`config.mk`:
```
export PLATFORM = sky130hd
export DESIGN_NAME = dmi_jtag_dr_ctrl
export DESIGN_NICKNAME = d
export VERILOG_FILES = /design/src/rtl/dmi_jtag_dr_ctrl.sv
export SDC_FILE = /design/constraint.sdc
export NUM_CORES = 1
export LEC_CHECK = 0
export ABC_AREA = 1
export BUFFER_PORTS_ARGS = -buffer_cell sky130_fd_sc_hd__buf_4
export CELL_PAD_IN_SITES_DETAIL_PLACEMENT = 1
export CELL_PAD_IN_SITES_GLOBAL_PLACEMENT = 1
export CORE_AREA = 2 2 124 102
export CTS_CLUSTER_DIAMETER = 50
export DETAILED_ROUTE_END_ITERATION = 16
export DIE_AREA = 0 0 126 104
export PLACE_DENSITY = 0.76
export SETUP_SLACK_MARGIN = 0.05
export SLEW_MARGIN = 10
export SYNTH_ARGS = -nofsm -noshare
export SYNTH_HDL_FRONTEND = slang
export SYNTH_SLANG_ARGS = --single-unit
```
`constraint.sdc`:
```
create_clock -name tck_i -period 2.1 [get_ports tck_i]
set_clock_uncertainty 0.2 [all_clocks]
set_input_delay 0.42 -clock tck_i [delete_from_list [all_inputs] [get_ports tck_i]]
set_output_delay 0.42 -clock tck_i [all_outputs]
set_load 0.05 [all_outputs]
```
`src/rtl/dmi_jtag_dr_ctrl.sv`:
```
// rtl/dmi_jtag_dr_ctrl.sv - JTAG DMI data register and debug module request/response sequencer
module dmi_jtag_dr_ctrl #(
    parameter int unsigned AbitsWidth = 7
) (
    input  logic                  tck_i,
    input  logic                  trst_ni,
    input  logic                  test_logic_reset_i,
    input  logic                  dmi_access_i,
    input  logic                  capture_dr_i,
    input  logic                  shift_dr_i,
    input  logic                  update_dr_i,
    input  logic                  dmi_tdi_i,
    output logic                  dmi_tdo_o,
    input  logic                  dmi_reset_i,
    output logic [1:0]            dmi_error_o,
    output logic                  dmi_req_valid_o,
    input  logic                  dmi_req_ready_i,
    output logic [AbitsWidth-1:0] dmi_req_addr_o,
    output logic [1:0]            dmi_req_op_o,
    output logic [31:0]           dmi_req_data_o,
    input  logic                  dmi_resp_valid_i,
    output logic                  dmi_resp_ready_o,
    input  logic [31:0]           dmi_resp_data_i,
    input  logic [1:0]            dmi_resp_op_i
);

    localparam int unsigned DrWidth = AbitsWidth + 34;

    typedef enum logic [2:0] {
        Idle           = 3'd0,
        Read           = 3'd1,
        WaitReadValid  = 3'd2,
        Write          = 3'd3,
        WaitWriteValid = 3'd4
    } state_e;

    state_e                state_q, state_d;
    logic [DrWidth-1:0]    dr_q, dr_d;
    logic [AbitsWidth-1:0] address_q, address_d;
    logic [31:0]           data_q, data_d;
    logic [1:0]            error_q, error_d;
    logic                  busy;

    assign busy           = (state_q != Idle);
    assign dmi_tdo_o      = dr_q[0];
    assign dmi_error_o    = error_q;
    assign dmi_req_addr_o = address_q;
    assign dmi_req_data_o = data_q;

    always_comb begin
        state_d          = state_q;
        dr_d             = dr_q;
        address_d        = address_q;
        data_d           = data_q;
        error_d          = error_q;
        dmi_req_valid_o  = 1'b0;
        dmi_req_op_o     = 2'd0;
        dmi_resp_ready_o = 1'b0;

        case (state_q)
            Idle: ;
            Read: begin
                dmi_req_valid_o = 1'b1;
                dmi_req_op_o    = 2'd1;
                if (dmi_req_ready_i) state_d = WaitReadValid;
            end
            Write: begin
                dmi_req_valid_o = 1'b1;
                dmi_req_op_o    = 2'd2;
                if (dmi_req_ready_i) state_d = WaitWriteValid;
            end
            WaitReadValid, WaitWriteValid: begin
                dmi_resp_ready_o = 1'b1;
                if (dmi_resp_valid_i) begin
                    if (state_q == WaitReadValid) data_d = dmi_resp_data_i;
                    if (dmi_resp_op_i != 2'd0 && error_q == 2'd0) error_d = 2'd2;
                    state_d = Idle;
                end
            end
            default: state_d = Idle;
        endcase

        // TAP-side strobes; a busy report from the host side outranks a same-cycle response failure
        if (test_logic_reset_i) begin
            dr_d    = '0;
            error_d = 2'd0;
        end else if (dmi_access_i) begin
            if (capture_dr_i) begin
                dr_d = {address_q, data_q, error_q};
                if (busy) begin
                    dr_d[1:0] = 2'd3;
                    error_d   = 2'd3;
                end
            end else if (shift_dr_i) begin
                dr_d = {dmi_tdi_i, dr_q[DrWidth-1:1]};
            end else if (update_dr_i && error_q == 2'd0) begin
                if (busy) begin
                    error_d = 2'd3;
                end else if (dr_q[1:0] == 2'd1 || dr_q[1:0] == 2'd2) begin
                    address_d = dr_q[DrWidth-1:34];
                    data_d    = dr_q[33:2];
                    state_d   = (dr_q[1:0] == 2'd1) ? Read : Write;
                end
            end
        end

        if (dmi_reset_i) error_d = 2'd0;
    end

    always_ff @(posedge tck_i) begin
        if (!trst_ni) begin
            state_q   <= Idle;
            dr_q      <= '0;
            address_q <= '0;
            data_q    <= '0;
            error_q   <= 2'd0;
        end else begin
            state_q   <= state_d;
            dr_q      <= dr_d;
            address_q <= address_d;
            data_q    <= data_d;
            error_q   <= error_d;
        end
    end

endmodule
```
==> flow_summary.toml <==
[yosys]
synthTopCellsByArea = "dfxtp_1 42%, nand2_1 20%, o21ai_0 6.4%"
synthArstFlopShare_pct = 0
syn_inst = 625
synth_flop_cell = "dfxtp_1"
syn_area_um2 = 4080
seq_area_frac_synth_pct = 41.8
synth_cell_type_count = 23
syn-num-nets = 671
synth_seq_cells = 85
synth.avg_cell_area_um2 = 6.52
yosysTopAreaCell = "dfxtp_1"
synth_top_cells_by_count = "219 x nand2_1, 85 x dfxtp_1, 64 x nor2_1"
yosysTopAreaCellShare_pct = 41.8
synth_edf_count = 0
ys_warn_count = 0
yosysMostFrequentCell = "nand2_1"

[cts]
root_buffer = "clkbuf_16"
clock_path_buffers = 2
clkTransAtPathRegs_ns = 0.06
cts_tree = "built"
cts_sinks = 85
postCtsSetupBuffers = 0
cts_hold_buf = 0
insertion_delay_ns = 0.33
htreeDepth = 3
numCtsBuffers = 9

[grt]
antenna_found_initial = 0
grt_max_degree = 38
grt_overflow_total = 0
grt_pass1_wl_um = 21700
grt_pass1_vias = 4394
grt_usage_pct = 19.8

[final_layout]
drive_above_1_share_pct = 20.0
syn_to_final_growth_pct = 28.9
post-route-util_pct = 44.2
nets = 751
fillers = 1557
diodes = 0

[min_path]
hp-class = "in -> reg"

[worst_setup_path]
critPathBufInv = 4
critPathLaunchType = "register"
cp_top_family = "buffers and inverters"
crit_arrival_ns = 1.37
critPathMaxFanout = 16
cp_slowest_cell = "dfxtp_2"
worstSetupPathType = "reg -> out"
path_cells = "clkinv_1 > buf_6 > nand2_2 > inv_1 > buf_4"
end_kind = "output port"
slowest_delay_ns = 0.35
cp.required_ns = 1.48

[placed_design]
globalplace.congestion = 0.771
dpl.hpwl_um = 9250
port_buffers = 90

[routing]
wl_um = 13000
dr.pass1.iters = 5
vias_per_cell = 5.01
drtIter0Drc = 235
drc = 0
antenna_left = 0
num_vias = 4316
drt-wirelength-per-cell_um = 15.0

[floorplan]
core_um2 = 11900
die_w_um = 126
die_h_um = 104
io_pins = 91
rows = 36
dieArea_um2 = 13100
start_util_pct = 34.3

[power_and_ir_drop]
leakagePower_nw = 2.39
power_density_nw_per_um2 = 686
peakVddDrop_v = 0.000340
power_mw = 3.60

[sta]
tightest_slew_ns = 0.349
setup_viol = 0
hold_viol = 0
rsz0062_at_grt = "true"
max_clock_freq_mhz = 503
relSlewSlack_pct = 76.7
period_needed_ns = 1.99
tns_ns = 0
drv_slew = 0
finalCritPeriodShare_pct = 94.7

[flow_run]
maxCapViolCount = 0

[status]
outcome = "finished, final reports clean"
-- metrics by stage --
step | instance area, µm² | std cells | setup WS, ns | hold slack [ns]
2_1_floorplan | 4080 | 625 | 0.149 | 0.237
3_3_place_gp | 4910 | 846 | 0.273 | 0.256
3_5_place_dp | 4910 | 846 | 0.191 | 0.263
4_1_cts | 5240 | 862 | 0.0630 | 0.159
5_1_grt | 5250 | 862 | 0.0419 | 0.168
6_report | 5250 | 862 | 0.111 | 0.152
-- final timing paths --
kind	slack [ns]	depth (start not counted)	endpoint	startpoint
worst max-delay path	0.11	5	dmi_req_valid_o	state_q[2]
worst min-delay path	0.15	3	state_q[2]	dmi_req_ready_i
worst max register to register	0.22	10	dmi_req_data_o[31]	dr_q[1]
worst min register to register	0.27	2	dr_q[39]	dr_q[39]
-- cell type report --
type / instances / area [µm²] / area share, %
Clock buffer: 10 / 239 / 4.55
Tap cell: 152 / 190 / 3.62
Sequential cell: 85 / 1700 / 32.4
Inverter: 41 / 154 / 2.93
Multi-Input combinational cell: 456 / 2040 / 38.9
Timing Repair Buffer: 112 / 860 / 16.4
Clock inverter: 6 / 62.6 / 1.19
-- repair_timing --
| action | in CTS | in global routing |
|---|---|---|
| gates resized for setup | 7 | 5 |
| endpoints found under the hold margin | 0 | 0 |
| setup endpoints to repair | 3 | 26 |
-- state kept, by name, indices dropped and copies added, names as in the netlist --
signal          cells
state_q             3
dmi_req_data_o     32
dmi_req_addr_o      7
dmi_error_o         2
dr_q               41
-- placed cells by master (no fill, tap or decap), drive strengths merged, types with 12 or more instances in the layout --
cell	count
o21ai	52
a31oi	25
nor2	69
nand4	12
buf	112
inv	40
nand3	45
a21oi	21
dfxtp	85
nand2	220
-- where the power goes --
part           internal, mW  switching (mW)  leakage [nW]
clock                 0.952           0.659         0.152
combinational         0.123           0.201          1.55
sequential             1.65          0.0229         0.689
-- routing by layer --
metal	share of wire, %	global-route usage, %	wire, µm
met5	0	0	0
met4	0.60	4.00	78
met3	3.0	3.86	389
met2	49	33.8	6330
met1	48	26.2	6170
-- worst min-delay path: stages --
cell and delay (ns):
buf_4 0.12, nand2_1 0.06, a21oi_1 0.05
-- cells by family after synthesis --
| family | after synthesis | synth area share, % |
|---|---|---|
| AO/OA/AOI/OAI | 100 | 13.2 |
| adder cells (fa/ha/maj) | 1 | 0.307 |
| flip-flops | 85 | 41.8 |
| AND/OR/NAND/NOR | 355 | 36.2 |
| buffers and inverters | 84 | 8.57 |
(Power assumes the default switching activity.)
